### src/rtl/stream_rr_arbiter.sv
// Round-robin arbiter sharing one valid/ready stream among NumIn requesters, fully registered output.
// Optional SVA protocol checks are compiled in when STREAM_RR_ARB_ASSERT_EN is defined.
module stream_rr_arbiter #(
    parameter int unsigned NumIn = 4,
    parameter int unsigned DW    = 8,
    parameter int unsigned IdxW  = $clog2(NumIn)
) (
    input  logic                clk_i,
    input  logic                rst_ni,
    input  logic                clear_i,
    input  logic [NumIn-1:0]    valid_i,
    output logic [NumIn-1:0]    ready_o,
    input  logic [NumIn*DW-1:0] data_i,
    output logic                valid_o,
    input  logic                ready_i,
    output logic [DW-1:0]       data_o,
    output logic [IdxW-1:0]     idx_o
);

    logic            valid_q;
    logic [DW-1:0]   data_q;
    logic [IdxW-1:0] idx_q;
    logic [IdxW-1:0] ptr_q;

    logic [NumIn-1:0] gnt;
    logic [IdxW-1:0]  sel_idx;
    logic [DW-1:0]    sel_data;
    logic             found;
    logic             acc;
    logic             hs;
    int unsigned      k;

    // Search ptr, ptr+1, ... with wrap-around; the first valid requester wins.
    always_comb begin
        gnt      = '0;
        sel_idx  = '0;
        sel_data = '0;
        found    = 1'b0;
        k        = 0;
        for (int unsigned i = 0; i < NumIn; i++) begin
            k = (32'(ptr_q) + i) % NumIn;
            if (!found && valid_i[k]) begin
                found    = 1'b1;
                gnt[k]   = 1'b1;
                sel_idx  = IdxW'(k);
                sel_data = data_i[k*DW +: DW];
            end
        end
    end

    assign acc     = ~valid_q | ready_i;
    assign ready_o = (rst_ni && !clear_i && acc) ? gnt : '0;
    assign hs      = |(valid_i & ready_o);

    always_ff @(posedge clk_i or negedge rst_ni) begin
        if (!rst_ni) begin
            valid_q <= 1'b0;
            data_q  <= '0;
            idx_q   <= '0;
            ptr_q   <= '0;
        end else if (clear_i) begin
            valid_q <= 1'b0;
            ptr_q   <= '0;
        end else if (hs) begin
            valid_q <= 1'b1;
            data_q  <= sel_data;
            idx_q   <= sel_idx;
            ptr_q   <= (sel_idx == IdxW'(NumIn - 1)) ? '0 : sel_idx + IdxW'(1);
        end else if (ready_i) begin
            valid_q <= 1'b0;
        end
    end

    assign valid_o = valid_q;
    assign data_o  = data_q;
    assign idx_o   = idx_q;

`ifdef STREAM_RR_ARB_ASSERT_EN
    a_ready_onehot: assert property (@(posedge clk_i) disable iff (!rst_ni)
        $onehot0(ready_o))
        else $error("ready_o not one-hot");

    // A clear legitimately discards a stalled beat, so it is excluded here.
    a_out_stable: assert property (@(posedge clk_i) disable iff (!rst_ni)
        (valid_q && !ready_i && !clear_i) |=> (valid_q && $stable(data_q) && $stable(idx_q)))
        else $error("output changed during stall");

    a_ptr_range: assert property (@(posedge clk_i) disable iff (!rst_ni)
        32'(ptr_q) < NumIn)
        else $error("ptr out of range");

    for (genvar g = 0; g < NumIn; g++) begin : g_in_proto
        a_valid_hold: assert property (@(posedge clk_i) disable iff (!rst_ni)
            (valid_i[g] && !ready_o[g]) |=> valid_i[g])
            else $error("valid_i dropped before ready_o");
    end
`endif

endmodule

### config.mk
export PLATFORM = sky130hd
export DESIGN_NAME = stream_rr_arbiter
export DESIGN_NICKNAME = d
export VERILOG_FILES = /design/src/rtl/stream_rr_arbiter.sv
export SDC_FILE = /design/constraint.sdc
export NUM_CORES = 1
export LEC_CHECK = 0
export ABC_AREA = 1
export BUFFER_PORTS_ARGS = -buffer_cell sky130_fd_sc_hd__buf_2
export CORE_ASPECT_RATIO = 0.75
export CORE_UTILIZATION = 53
export CTS_BUF_LIST = sky130_fd_sc_hd__clkbuf_8 sky130_fd_sc_hd__clkbuf_16
export DETAILED_ROUTE_END_ITERATION = 8
export PLACE_DENSITY = 0.84
export SLEW_MARGIN = 20
export SYNTH_ARGS = -nofsm -noshare
export SYNTH_HDL_FRONTEND = slang
export SYNTH_SLANG_ARGS = --single-unit
### constraint.sdc
create_clock -name clk_i -period 3.4 [get_ports clk_i]
set_input_delay 0.34 -clock clk_i [delete_from_list [all_inputs] [get_ports clk_i]]
set_output_delay 0.34 -clock clk_i [all_outputs]
set_load 0.02 [all_outputs]
# After elaboration in Yosys (flattened, before gate mapping)
# Index checks and enable logic that the tools add are counted.
word_totals:
  memories: 0
  latch_bits: 0
  mem_bits_ro: 0
  output_inout_bits: 15
  word_cells: 83
  inputBits: 40
  reg_bits: 13
  ramBits: 0
classes:
  eq_ne: 1
  div_mod_pow: 0
  n_reduce_logical: 17
  n_addsub: 4
  mul: 0
  mux: 38
  magnitude_cmp: 8
  bitwise: 7
  shifts: 4
ops:
  columns: ["op", "count"]
  rows:
  - ["$shiftx A32 B6 Y8", 4]
  - ["$mux W8", 4]
  - ["$mux W4", 5]
  - ["$mux W1", 14]
  - ["$mux W2", 7]
  - ["$lt A2 B3 Y1 const B", 4]
  - ["$or A4 B4 Y4", 3]
  - ["$logic_and A1 B1 Y1", 9]
  - ["$bmux W1 S2", 4]
  - ["$demux W1 S2", 4]
  - ["$ge A2 B1 Y1 const B", 4]
  - ["$add A2 B1 Y2 const B", 2]
  - ["$add A2 B2 Y2 const B", 2]
  - ["$and A4 B4 Y4", 1]
  - ["$logic_not A1 Y1", 4]
  - ["$reduce_or A4 Y1", 1]
  - ["$reduce_bool A3 Y1", 1]
  - ["$eq A2 B2 Y1 const B", 1]
  - ["$not A1 Y1", 2]
  - ["$reduce_and A2 Y1", 1]
  - ["$reduce_bool A2 Y1", 1]
  - ["$or A1 B1 Y1", 1]

# Longest topological paths before layout
# Gate-level depths: netlist of the first run.
logic_depth:
  ltp_word: 17
  mapped_depth: 17
  mapped_depth_nobuf: 14

# Worst setup path after synthesis of the first run
# No wires, ideal clock.
synth_timing:
  kind: "reg-to-reg"
  start: "register ptr_q[1]"
  end: "register idx_q[1] (netlist: idx_o[1])"
  setup_time_ns: 0.117
  path_buffers: 3
  synth_period_minus_slack_ns: 2.649
  setup_slack_ns: 0.751
  arrival_ns: 2.532
  required_ns: 3.283
  stages_incl_launch_ff: 18
  path_cell_list: "dfrtp_1 -> inv_1 -> buf_2 -> buf_1 -> ha_1 -> inv_1 -> nand3_1 -> nand2_2 -> nand2_2 -> nor2_4 -> nand2_1 -> nand3_1 -> nand3_1 -> nand2_2 -> nor2_4 -> buf_6 -> nand2_1 -> nand2_1"
synth_via:
  elab_chain_cells: 16
  word_cells_on_any_way: 55
  cone_classes: "add/sub (3); order compare (8); mux (28); bitwise (4); reduce/logical (12)"
synth_lines:
  columns: ["element", "line", "text"]
  rows:
  - ["start, declared", "23", "logic [IdxW-1:0] ptr_q;"]
  - ["start signal, assigned", "68", "ptr_q <= (sel_idx == IdxW'(NumIn - 1)) ? '0 : sel_idx + IdxW'(1);"]
  - ["parallel branches: the longest is 16 deep, another holds $lt A2 B3 Y1", null, null]
  - ["end signal, assigned", "67", "idx_q <= sel_idx;"]
  - ["end, declared", "22", "logic [IdxW-1:0] idx_q;"]
# Parallel ways; which one is timed is not known. The select of a mux whose other input is x is not followed.
# A chain may end at the register's enable or synchronous reset.

# Worst setup path after layout of the first run
layout_timing:
  start: "register ptr_q[1]"
  end: "output ready_o[2]"
layout_via:
  elab_chain_cells: 13
  word_cells_on_any_way: 48
  cone_classes: "add/sub (3); order compare (8); mux (24); bitwise (3); reduce/logical (10)"
layout_lines:
  columns: ["element", "line", "text"]
  rows:
  - ["parallel branches: the longest is 11 deep, another holds $lt A2 B3 Y1", null, null]
  - ["$mux W4 *", "42", "if (!found && valid_i[k]) begin"]
  - ["$mux W4 *", "52", "assign ready_o = (rst_ni && !clear_i && acc) ? gnt : '0;"]
  - ["end, declared", "12", "output logic [NumIn-1:0] ready_o,"]
# Mark *: on every way between the ends. The select of a mux whose other input is x is not followed.

==> results.rst, run 1 <==
.. list-table::
   :header-rows: 1

   * - Metric
     - Value
   * - Outcome
     - finished clean
   * - Number of antenna violations at the first check in global routing
     - 0
   * - Worst Tran Pin Value
     - 0.487 ns
   * - Via count of the first global-routing pass
     - 1943
   * - Grt total ovfl
     - 0
   * - Share of the yosys chip area belonging to registers
     - 0.170
   * - Finish-stage setup viols
     - 0
   * - Avg Inst Size Synth
     - 5.43 um^2
   * - Setup slack, reg-to-reg
     - 0.69 ns
   * - CTS Buffer Depth
     - 2
   * - Final-report hold violation count
     - 0
   * - Worst slew slack as a fraction of its limit
     - 0.675
   * - Worst path required time
     - 3.06 ns
   * - Largest fanout on the critical path
     - 21
   * - Commonest non-fill, non-tap cells in the layout
     - sky130_fd_sc_hd__nand2_1, sky130_fd_sc_hd__nor2_1, sky130_fd_sc_hd__o21ai_0, sky130_fd_sc_hd__buf_2, sky130_fd_sc_hd__inv_1
   * - DRC viols
     - 0
   * - Proportion of synthesized area in mux cells
     - 0
   * - Critical-path cell with the highest stage delay
     - sky130_fd_sc_hd__nor2_2
   * - Share of the synthesized netlist area taken by xor and xnor gates
     - 0
   * - Starting utilization of the core area
     - 0.568
   * - Hold_ws
     - 0.355 ns
   * - Height of the chip
     - 54.1 um
   * - Iter 0 DRT Violations
     - 148
   * - Wire length per cell after detailed routing
     - 11.5 um
   * - Maximum single-stage delay on the critical path
     - 0.41 ns
   * - Total routing usage reported by global routing
     - 0.275
   * - Die outline area
     - 0.00387 mm^2
   * - Arrival @ worst endpoint
     - 2.55 ns
   * - Crit Path Category
     - flop to output port
   * - # placed instances
     - 434
   * - Seq cells post-synth
     - 13
   * - Power Dens Cells
     - 752 mW/mm^2
   * - Setup Total Neg Slack
     - 0 ns
   * - Shortest period the worst path allows
     - 2.89 ns
   * - Buffers and inverters on the worst path
     - 6
   * - Area added between synthesis and finish
     - 16.4%
   * - Combinational family with the most area after synthesis
     - simple AND/OR/NAND/NOR gates
   * - Total number of vias
     - 2404
   * - DPL Wire Length
     - 3740 um
   * - Number of iterations in the first detailed-routing pass
     - 6
   * - Width of the chip
     - 71.5 um
   * - Count of filler cells inserted in the layout
     - 321
   * - Number of cells in the finished layout apart from fillers
     - 439
   * - Port Buf Inserts
     - 54
   * - Floorplan core area
     - 0.00338 mm^2
   * - Post-Synthesis Cells
     - 353
   * - Highest clock rate
     - 346 MHz
   * - Synth Area in Simple Gates
     - 0.472
   * - Post-DR vias/cell
     - 5.48
   * - Static leakage
     - 1.25 nW
   * - CP Capture Type
     - output port
   * - Clock skew
     - 0.00211 ns
   * - Share of the synthesized area in compound gates (AO/OA/AOI/OAI)
     - 0.200
   * - Pin count of the biggest net entering global routing
     - 42
   * - Number of violations of the max-capacitance limit
     - 0
   * - Floorplan row count
     - 18
   * - # diodes
     - 0
   * - Adder and majority gate portion of the synthesized area
     - 0.0391
   * - Final weighted congestion in routability-driven placement
     - 0.887
   * - Cell variety after synth
     - 27
   * - Sink count of the clock tree
     - 13
   * - Final antenna-violating net count
     - 0
   * - Post-layout nets
     - 446
   * - Worst-skew pair later-pin latency
     - 0.24 ns
   * - Most prevalent standard cell on the critical path
     - sky130_fd_sc_hd__inv_1
   * - Cell Area, Synth
     - 0.00192 mm^2
   * - Setup Buffers After CTS
     - 0
   * - Synth Net Count
     - 399
   * - Commonest non-fill, non-tap cell in the layout
     - sky130_fd_sc_hd__nand2_1
   * - Worst setup SP type
     - flop
   * - Final routed wirelength across all metal layers
     - 5040 um
   * - Cells traversed along the worst timing path
     - inv_1, ha_1, buf_4, inv_1, buf_4, nand3_1, nand2_2, nor2_2, a21oi_1, nand3_1, nand2_1, inv_1, buf_2
   * - Power consumption
     - 1.68 mW
   * - Cell depth of the worst min-delay path
     - 4
   * - Inserted Clock Buffers
     - 3
   * - Maximum ir drop on the vdd rail
     - 0.466 mV
   * - Number of stages on the worst setup path
     - 13
   * - Class of the most critical hold timing path
     - input port to flop
   * - Global-route wire length before repair
     - 8340 um
   * - TritonCTS clock tree
     - yes
   * - Clk root buf
     - sky130_fd_sc_hd__clkbuf_8
   * - Depth of the CTS H-tree
     - 1
   * - RSZ-0062 raised after global routing
     - false
   * - Final period utilization
     - 0.851
   * - Fraction of layout instances using a drive strength above 1
     - 0.193
   * - Number of pins with negative max-slew slack in the final report
     - 0
   * - Top Ports
     - 55
   * - CTS clock-pin slew for the worst setup and hold paths
     - 0.05 ns
   * - Category of cells accounting for the largest share of critical-path delay
     - simple AND/OR/NAND/NOR gates
   * - Number of cells traversed by the worst register-to-register path
     - 14
   * - Count of yosys warnings during synthesis
     - 0
   * - Utilization after layout
     - 0.661
## cell families (layout without fill, tap and decap cells)
kind of cell / Yosys count / count (layout)
compound gates: 74 / 74
fa+ha+maj: 6 / 6
buf+inv: 52 / 98
flops: 13 / 13
simple gates: 208 / 208
## tightest hold or removal path, delay by kind of cell
family,cells,cell delay [ns]
buffers and inverters,1,0.07
AND/OR/NAND/NOR,3,0.15
## where the power goes
group	leakage, nW	switching [mW]	internal (mW)
Combinational	1.06	0.881	0.416
Clock	0.0269	0.0530	0.0796
Sequential	0.169	0.0308	0.218
## registers in the layout, indices dropped and copies added (netlist names)
register  count
data_o        8
idx_o         2
ptr_q         2
valid_o       1
## layer usage
layer	global-route usage	part of all wire
met5	0	0
met4	0.0784	0.021
met3	0.0449	0.072
met2	0.483	0.47
met1	0.356	0.44
## cell usage after synthesis (all sizes together)
| library cell | instances | area share |
|---|---|---|
| a21boi | 4 | 0.016 |
| a21oi | 3 | 0.0078 |
| buf | 11 | 0.039 |
| clkbuf | 8 | 0.016 |
| dfrtp | 13 | 0.17 |
| ha | 6 | 0.039 |
| inv | 33 | 0.065 |
| nand2 | 104 | 0.21 |
| nand3 | 17 | 0.053 |
| nand4 | 13 | 0.046 |
| nor2 | 73 | 0.16 |
| nor3 | 1 | 0.0026 |
| o2111ai | 1 | 0.0046 |
| o21ai | 66 | 0.17 |
## final cells by class
cell class	instances	area (um^2)	share of cell area
clock buffers	3	41.3	0.0185
clock inverters	1	3.75	0.00168
inverters	33	124	0.0555
multi-input cells	288	1360	0.611
flip-flops and latches	13	325	0.146
well taps	40	50.0	0.0224
repair buffers	61	325	0.146
## per-stage QoR
step | cell area [um^2] | worst slack [ns]
2_1_floorplan | 1920 | 0.751
3_3_place_gp | 2180 | 0.873
3_5_place_dp | 2180 | 0.750
4_1_cts | 2230 | 0.519
5_1_grt | 2230 | 0.215
6_report | 2230 | 0.507
## repair_timing
item	4_1_cts	5_1_grt
endpoints found under the hold margin	13	0
resized for setup	0	0
hold buffers	1	0
## worst paths after layout
path / from / to
max: ptr_q[1] / ready_o[2]
min: ready_i / valid_o
max reg2reg: ptr_q[1] / data_o[4]
min reg2reg: data_o[6] / data_o[6]
max in group asynchronous: rst_ni / data_o[1]
min in group asynchronous: rst_ni / data_o[0]
(Power assumes the default switching activity.)
==> run 2: changes to the inputs <==
CORE_UTILIZATION = 48   (was 53)
PLACE_DENSITY = 0.81   (was 0.84)
clock period = 2.4 ns   (was 3.4 ns; I/O delays follow)
==> run 2 against run 1 <==
  * Register-to-register slack got worse by 0.55 ns
  * Sequential power increased by 44%
  * Die area increased by 10%
  * Sequential cell count unchanged
  * Setup slack got worse by 0.40 ns
  * Highest routed layer unchanged
==> results.rst, run 2 (synthesized netlist as in run 1, its figures left out) <==
.. list-table::
   :header-rows: 1

   * - Metric
     - Value
   * - Outcome
     - finished clean
   * - CP Capture Type
     - output port
   * - Multi-input gate area
     - 0.00139 mm^2 (+1.9%)
   * - Startpoint of the most critical register-to-register path
     - ptr_q[0]
   * - Starting utilization of the core area
     - 0.514 (-0.0539)
   * - Height of the chip
     - 56.7 um (+4.9%)
   * - Sequential cell area
     - 325 um^2 (unchanged)
   * - Final antenna-violating net count
     - 0 (unchanged)
   * - Number of antenna violations at the first check in global routing
     - 0 (unchanged)
   * - Width of the chip
     - 75.0 um (+4.9%)
   * - Fraction of layout instances using a drive strength above 1
     - 0.216 (+0.0227)
   * - CTS Buffer Depth
     - 2 (unchanged)
   * - Static leakage
     - 1.31 nW (+4.7%)
   * - Number of flip-flops under the largest register name
     - 8 (unchanged)
   * - Power Dens Cells
     - 1100 mW/mm^2 (+46%)
   * - Sink count of the clock tree
     - 13 (unchanged)
   * - Power consumption
     - 2.61 mW (+55%)
   * - Setup slack, reg-to-reg
     - 0.14 ns (-0.55 ns)
   * - DPL Wire Length
     - 3980 um (+6.4%)
   * - Port Buf Inserts
     - 54 (unchanged)
   * - Hold_ws
     - 0.246 ns (-0.109 ns)
   * - Class of the most critical hold timing path
     - input port to flop
   * - TritonCTS clock tree
     - yes
   * - Number of iterations in the first detailed-routing pass
     - 4 (-2)
   * - CTS clock-pin slew for the worst setup and hold paths
     - 0.06 ns (about the same)
   * - Setup Total Neg Slack
     - 0 ns (unchanged)
   * - Cell depth of the worst min-delay path
     - 4 (unchanged)
   * - Final routed wirelength across all metal layers
     - 5370 um (+6.4%)
   * - Final period utilization
     - 0.956
   * - Number of cells traversed by the worst register-to-register path
     - 14 (unchanged)
   * - Largest fanout on the critical path
     - 12 (-43%)
   * - Worst Hold Endpoint
     - valid_o
   * - Final weighted congestion in routability-driven placement
     - 0.881 (-0.69%)
   * - Worst-skew pair later-pin latency
     - 0.25 ns (about the same)
   * - Arrival @ worst endpoint
     - 2.05 ns (-0.50 ns)
   * - Commonest non-fill, non-tap cell in the layout
     - sky130_fd_sc_hd__nand2_1
   * - Post-layout nets
     - 455 (+2.0%)
   * - Final-report hold violation count
     - 0 (unchanged)
   * - Highest clock rate
     - 436 MHz
   * - Count of filler cells inserted in the layout
     - 361 (+12%)
   * - Worst path required time
     - 2.16 ns (-0.90 ns)
   * - Iter 0 DRT Violations
     - 140 (-5.4%)
   * - Top Ports
     - 55 (unchanged)
   * - Depth of the CTS H-tree
     - 1 (unchanged)
   * - Finish-stage setup viols
     - 0 (unchanged)
   * - DRC viols
     - 0 (unchanged)
   * - Maximum ir drop on the vdd rail
     - 0.604 mV (+30%)
   * - Area added between synthesis and finish
     - 23.5%
   * - Commonest non-fill, non-tap cells in the layout
     - sky130_fd_sc_hd__nand2_1, sky130_fd_sc_hd__nor2_1, sky130_fd_sc_hd__o21ai_0, sky130_fd_sc_hd__buf_2, sky130_fd_sc_hd__inv_1
   * - Worst setup SP type
     - flop
   * - Via count of the first global-routing pass
     - 2174 (+12%)
   * - Wire length per cell after detailed routing
     - 11.7 um (+1.6%)
   * - # diodes
     - 0 (unchanged)
   * - Die outline area
     - 0.00426 mm^2 (+10%)
   * - Post-DR vias/cell
     - 5.27 (-3.9%)
   * - Floorplan row count
     - 19 (+1)
   * - Total routing usage reported by global routing
     - 0.266 (-0.00898)
   * - Number of violations of the max-capacitance limit
     - 0 (unchanged)
   * - Grt total ovfl
     - 0 (unchanged)
   * - Worst Tran Pin Value
     - 0.442 ns (-0.0448 ns)
   * - Number of pins with negative max-slew slack in the final report
     - 0 (unchanged)
   * - Total number of vias
     - 2422 (+0.75%)
   * - Pin count of the biggest net entering global routing
     - 42 (unchanged)
   * - Crit Path Category
     - flop to output port
   * - Clk root buf
     - sky130_fd_sc_hd__clkbuf_8
   * - Worst slew slack as a fraction of its limit
     - 0.704 (+0.0291)
   * - Inserted Clock Buffers
     - 3 (unchanged)
   * - Clock skew
     - 0.00255 ns (+0.000440 ns)
   * - RSZ-0062 raised after global routing
     - false
   * - Critical R2R Capture
     - ptr_q[1]
   * - Global-route wire length before repair
     - 8890 um (+6.6%)
   * - Shortest period the worst path allows
     - 2.29 ns
   * - Worst min-delay path startpoint
     - ready_i
   * - Floorplan core area
     - 0.00373 mm^2 (+10%)
==> run 2: cell types whose count changed in the layout (fill, tap and decap cells not counted), sizes merged <==
cell	change
buf	+9
==> run 2: stage by stage <==
| step | instance area, um^2 | setup slack (ns) | std cells | util |
|---|---|---|---|---|
| global placement | 2250 | 0.203 | 451 | 0.602 |
| global route | 2370 | 0.000574 | 460 | 0.635 |
| finish | 2370 | 0.106 | 460 | 0.635 |
| detailed placement | 2250 | 0.152 | 451 | 0.602 |
| CTS | 2300 | 0.0512 | 456 | 0.617 |
| floorplan | 1940 | 0.0442 | 353 | - |
==> run 2: worst max-delay path: stages, from the launching register on <==
cell and delay (ns):
sky130_fd_sc_hd__dfrtp_1 0.43, sky130_fd_sc_hd__inv_4 0.10, sky130_fd_sc_hd__ha_4 0.34, sky130_fd_sc_hd__buf_4 0.20, sky130_fd_sc_hd__nand2_1 0.07, sky130_fd_sc_hd__nand2_1 0.16
sky130_fd_sc_hd__nand4_1 0.12, sky130_fd_sc_hd__nand3_1 0.12, sky130_fd_sc_hd__nand2_1 0.06, sky130_fd_sc_hd__inv_1 0.06, sky130_fd_sc_hd__buf_2 0.15
==> run 2: timing repair <==
| action | in CTS | in global routing |
|---|---|---|
| hold buffers | 1 | 0 |
| endpoints found under the hold margin | 13 | 0 |
| setup buffers | 0 | 4 |
| setup endpoints to repair | 0 | 16 |
| gates resized for setup | 0 | 5 |
==> run 2: final cells by class <==
class | count | area share
Multi-Input combinational cell | 288 | 0.587
Timing Repair Buffer | 70 | 0.176
Sequential cell | 13 | 0.137
Inverter | 33 | 0.0533
Tap cell | 52 | 0.0275
Clock buffer | 3 | 0.0174
Clock inverter | 1 | 0.00158
==> run 2: worst max-delay path by stage <==
stage / start / endpoint / depth (start not counted)
4_1_cts: ptr_q[0] / ready_o[1] / 12
6_report: ptr_q[0] / ready_o[1] / 10
3_3_place_gp: ptr_q[0] / idx_o[1] / 11
2_1_floorplan: ptr_q[1] / ptr_q[1] / 15
3_5_place_dp: ptr_q[0] / idx_o[1] / 13
5_1_grt: ptr_q[0] / ready_o[2] / 11
==> run 2: report_power, final <==
| group | internal, mW | switching, mW | total (mW) |
|---|---|---|---|
| Combinational | 0.744 | 1.31 | 2.05 |
| Sequential | 0.309 | 0.0501 | 0.359 |
| Clock | 0.113 | 0.0813 | 0.194 |
| Total | 1.17 | 1.44 | 2.61 |
==> run 2: layer usage <==
metal,part of all wire,GRT usage,vias to the layer above,wire [um]
met5,0,0,-,0
met4,0.018,0.0970,0,97
met3,0.066,0.0413,11,356
met2,0.47,0.456,98,2540
met1,0.44,0.331,1073,2370
li1,-,-,1240,-
==> run 3: changes to the inputs <==
CORE_UTILIZATION = 57   (was 48)
MAX_ROUTING_LAYER = met4   (was default)
PLACE_DENSITY = 0.89   (was 0.81)
clock period = 2.8 ns   (was 2.4 ns; I/O delays follow)
==> run 3 against run 2 <==
  * Non-clock buffer count decreased by 8
  * Cell count is 4.8% lower
  * Global-route usage rose by 2.8 points
  * Critical path type unchanged
  * Sequential share of layout area grew 0.79 points
  * Clock-buffer cell count is the same
  * Core utilization grew 9.7 points
  * Hold slack better by 0.039 ns
==> results.rst, run 3 (synthesized netlist as in run 1, its figures left out) <==
.. list-table::
   :header-rows: 1

   * - Metric
     - Value
   * - Floorplan core area
     - 0.00306 mm^2 (-18%)
   * - Pin count of the biggest net entering global routing
     - 42 (unchanged)
   * - Number of cells traversed by the worst register-to-register path
     - 12 (-2)
   * - Area added between synthesis and finish
     - 16.8%
   * - Number of violations of the max-capacitance limit
     - 0 (unchanged)
   * - Power Dens Cells
     - 922 mW/mm^2 (-16%)
   * - Highest clock rate
     - 384 MHz
   * - Static leakage
     - 1.26 nW (-4.2%)
   * - Die outline area
     - 0.00360 mm^2 (-15%)
   * - Number of pins with negative max-slew slack in the final report
     - 0 (unchanged)
   * - CTS Buffer Depth
     - 2 (unchanged)
   * - Largest fanout on the critical path
     - 10 (-2)
   * - Sequential cell area
     - 325 um^2 (unchanged)
   * - Via count of the first global-routing pass
     - 1894 (-13%)
   * - Worst slew slack as a fraction of its limit
     - 0.705 (+0.00100)
   * - Arrival @ worst endpoint
     - 2.33 ns (+0.28 ns)
   * - Top Ports
     - 55 (unchanged)
   * - RSZ-0062 raised after global routing
     - false
   * - Setup Buffers After CTS
     - 0 (unchanged)
   * - Post-DR vias/cell
     - 5.46 (+3.7%)
   * - Worst path required time
     - 2.52 ns (+0.36 ns)
   * - Depth of the CTS H-tree
     - 1 (unchanged)
   * - Crit Path Category
     - flop to output port
   * - Critical R2R Capture
     - ptr_q[0]
   * - Worst setup SP type
     - flop
   * - Final Cell Area
     - 0.00224 mm^2 (-5.4%)
   * - Port Buf Inserts
     - 54 (unchanged)
   * - Final routed wirelength across all metal layers
     - 5150 um (-4.1%)
   * - Height of the chip
     - 52.2 um (-7.9%)
   * - Finish-stage setup viols
     - 0 (unchanged)
   * - Width of the chip
     - 69.0 um (-8.0%)
   * - Fraction of layout instances using a drive strength above 1
     - 0.198 (-0.0182)
   * - CP Capture Type
     - output port
   * - Setup Total Neg Slack
     - 0 ns (unchanged)
   * - DPL Wire Length
     - 3810 um (-4.3%)
   * - Startpoint of the most critical register-to-register path
     - ptr_q[0]
   * - Shortest period the worst path allows
     - 2.61 ns
   * - Hold_ws
     - 0.285 ns (+0.0387 ns)
   * - Wire length per cell after detailed routing
     - 11.8 um (+0.72%)
   * - Cell depth of the worst min-delay path
     - 4 (unchanged)
   * - Multi-input gate area
     - 0.00137 mm^2 (-1.7%)
   * - Total number of vias
     - 2392 (-1.2%)
   * - Commonest non-fill, non-tap cells in the layout
     - sky130_fd_sc_hd__nand2_1, sky130_fd_sc_hd__nor2_1, sky130_fd_sc_hd__o21ai_0, sky130_fd_sc_hd__buf_2, sky130_fd_sc_hd__inv_1
   * - Count of filler cells inserted in the layout
     - 276 (-24%)
   * - Total routing usage reported by global routing
     - 0.293 (+0.0276)
   * - Number of flip-flops under the largest register name
     - 8 (unchanged)
   * - Post-layout nets
     - 447 (-1.8%)
   * - Number of iterations in the first detailed-routing pass
     - 4 (unchanged)
   * - CTS clock-pin slew for the worst setup and hold paths
     - 0.05 ns (about the same)
   * - Final weighted congestion in routability-driven placement
     - 0.917 (+4.1%)
   * - Worst-skew pair later-pin latency
     - 0.24 ns (about the same)
   * - Setup slack, reg-to-reg
     - 0.32 ns (+0.18 ns)
   * - Clock skew
     - 0.00110 ns (-0.00145 ns)
   * - Class of the most critical hold timing path
     - input port to flop
   * - Worst min-delay path startpoint
     - ready_i
   * - TritonCTS clock tree
     - yes
   * - Final-report hold violation count
     - 0 (unchanged)
   * - Starting utilization of the core area
     - 0.626 (+0.112)
   * - Iter 0 DRT Violations
     - 108 (-23%)
   * - Worst Hold Endpoint
     - valid_o
   * - Final antenna-violating net count
     - 0 (unchanged)
   * - Clk root buf
     - sky130_fd_sc_hd__clkbuf_8
   * - Maximum ir drop on the vdd rail
     - 0.562 mV (-7.0%)
   * - DRC viols
     - 0 (unchanged)
   * - Grt total ovfl
     - 0 (unchanged)
   * - # diodes
     - 0 (unchanged)
   * - Final period utilization
     - 0.931
   * - Global-route wire length before repair
     - 7910 um (-11%)
   * - Inserted Clock Buffers
     - 3 (unchanged)
   * - Number of antenna violations at the first check in global routing
     - 0 (unchanged)
   * - Floorplan row count
     - 17 (-2)
   * - Sink count of the clock tree
     - 13 (unchanged)
   * - Post-DP Area
     - 0.00218 mm^2 (-2.9%)
   * - Outcome
     - finished clean
   * - Worst Tran Pin Value
     - 0.441 ns (-0.00150 ns)
   * - Commonest non-fill, non-tap cell in the layout
     - sky130_fd_sc_hd__nand2_1
## run 3: cell count changes in the layout (fill, tap and decap cells not counted), sizes merged
| cell | delta |
|---|---|
| buf | -8 |
## run 3: worst max path at each step
stage          startpoint         end  slack (ns)  cells past startpoint
6_report         ptr_q[0]  ready_o[1]        0.19                     12
5_1_grt          ptr_q[0]  ready_o[1]       0.001                     12
4_1_cts          ptr_q[0]  ready_o[0]        0.18                     11
3_5_place_dp     ptr_q[0]    ptr_q[0]        0.35                     12
3_3_place_gp     ptr_q[0]   data_o[1]        0.43                     12
2_1_floorplan    ptr_q[1]    idx_o[1]        0.15                     17
## run 3: per-stage QoR
stage	std cells	setup WS [ns]	util	total power, mW
after global placement	433	0.430	0.713	1.82
after floorplan	353	0.151	-	1.52
after CTS	438	0.184	0.731	2.04
final	438	0.194	0.732	2.07
after detailed placement	433	0.349	0.713	1.86
after global routing	438	0.00124	0.732	2.27
## run 3: where the power goes
group          leakage, nW  internal [mW]  switching, mW
Combinational         1.06          0.524           1.07
Clock               0.0269         0.0968         0.0670
Sequential           0.169          0.265         0.0399
Total                 1.26          0.886           1.18
## run 3: timing repair
| item | CTS | global route |
|---|---|---|
| endpoints found under the setup margin | 0 | 2 |
| hold endpoints to repair | 13 | 0 |
| hold buffers | 1 | 0 |
| resized for setup | 0 | 1 |
## run 3: worst max-delay path, stage by stage, from the launching register on
cell,delay [ns]
sky130_fd_sc_hd__dfrtp_1,0.38
sky130_fd_sc_hd__inv_2,0.15
sky130_fd_sc_hd__ha_2,0.36
sky130_fd_sc_hd__inv_1,0.21
sky130_fd_sc_hd__nand3_1,0.12
sky130_fd_sc_hd__nand2_2,0.10
sky130_fd_sc_hd__nand2_2,0.08
sky130_fd_sc_hd__nor2_4,0.22
sky130_fd_sc_hd__nand2_1,0.09
sky130_fd_sc_hd__nand3_1,0.11
sky130_fd_sc_hd__nand2_1,0.06
sky130_fd_sc_hd__inv_1,0.06
sky130_fd_sc_hd__buf_2,0.15
## run 3: area by class of cell
class / count / share of cell area
Clock buffer: 3 / 0.0184
Multi-Input combinational cell: 288 / 0.610
Sequential cell: 13 / 0.145
Clock inverter: 1 / 0.00168
Tap cell: 38 / 0.0212
Timing Repair Buffer: 62 / 0.149
Inverter: 33 / 0.0553
## run 3: per-layer routing
metal | vias up | part of all wire | track usage
li1 | 1231 | - | -
met1 | 1058 | 0.45 | 0.366
met2 | 95 | 0.47 | 0.515
met3 | 8 | 0.063 | 0.0283
met4 | 0 | 0.013 | 0.0612
met5 | - | 0 | -
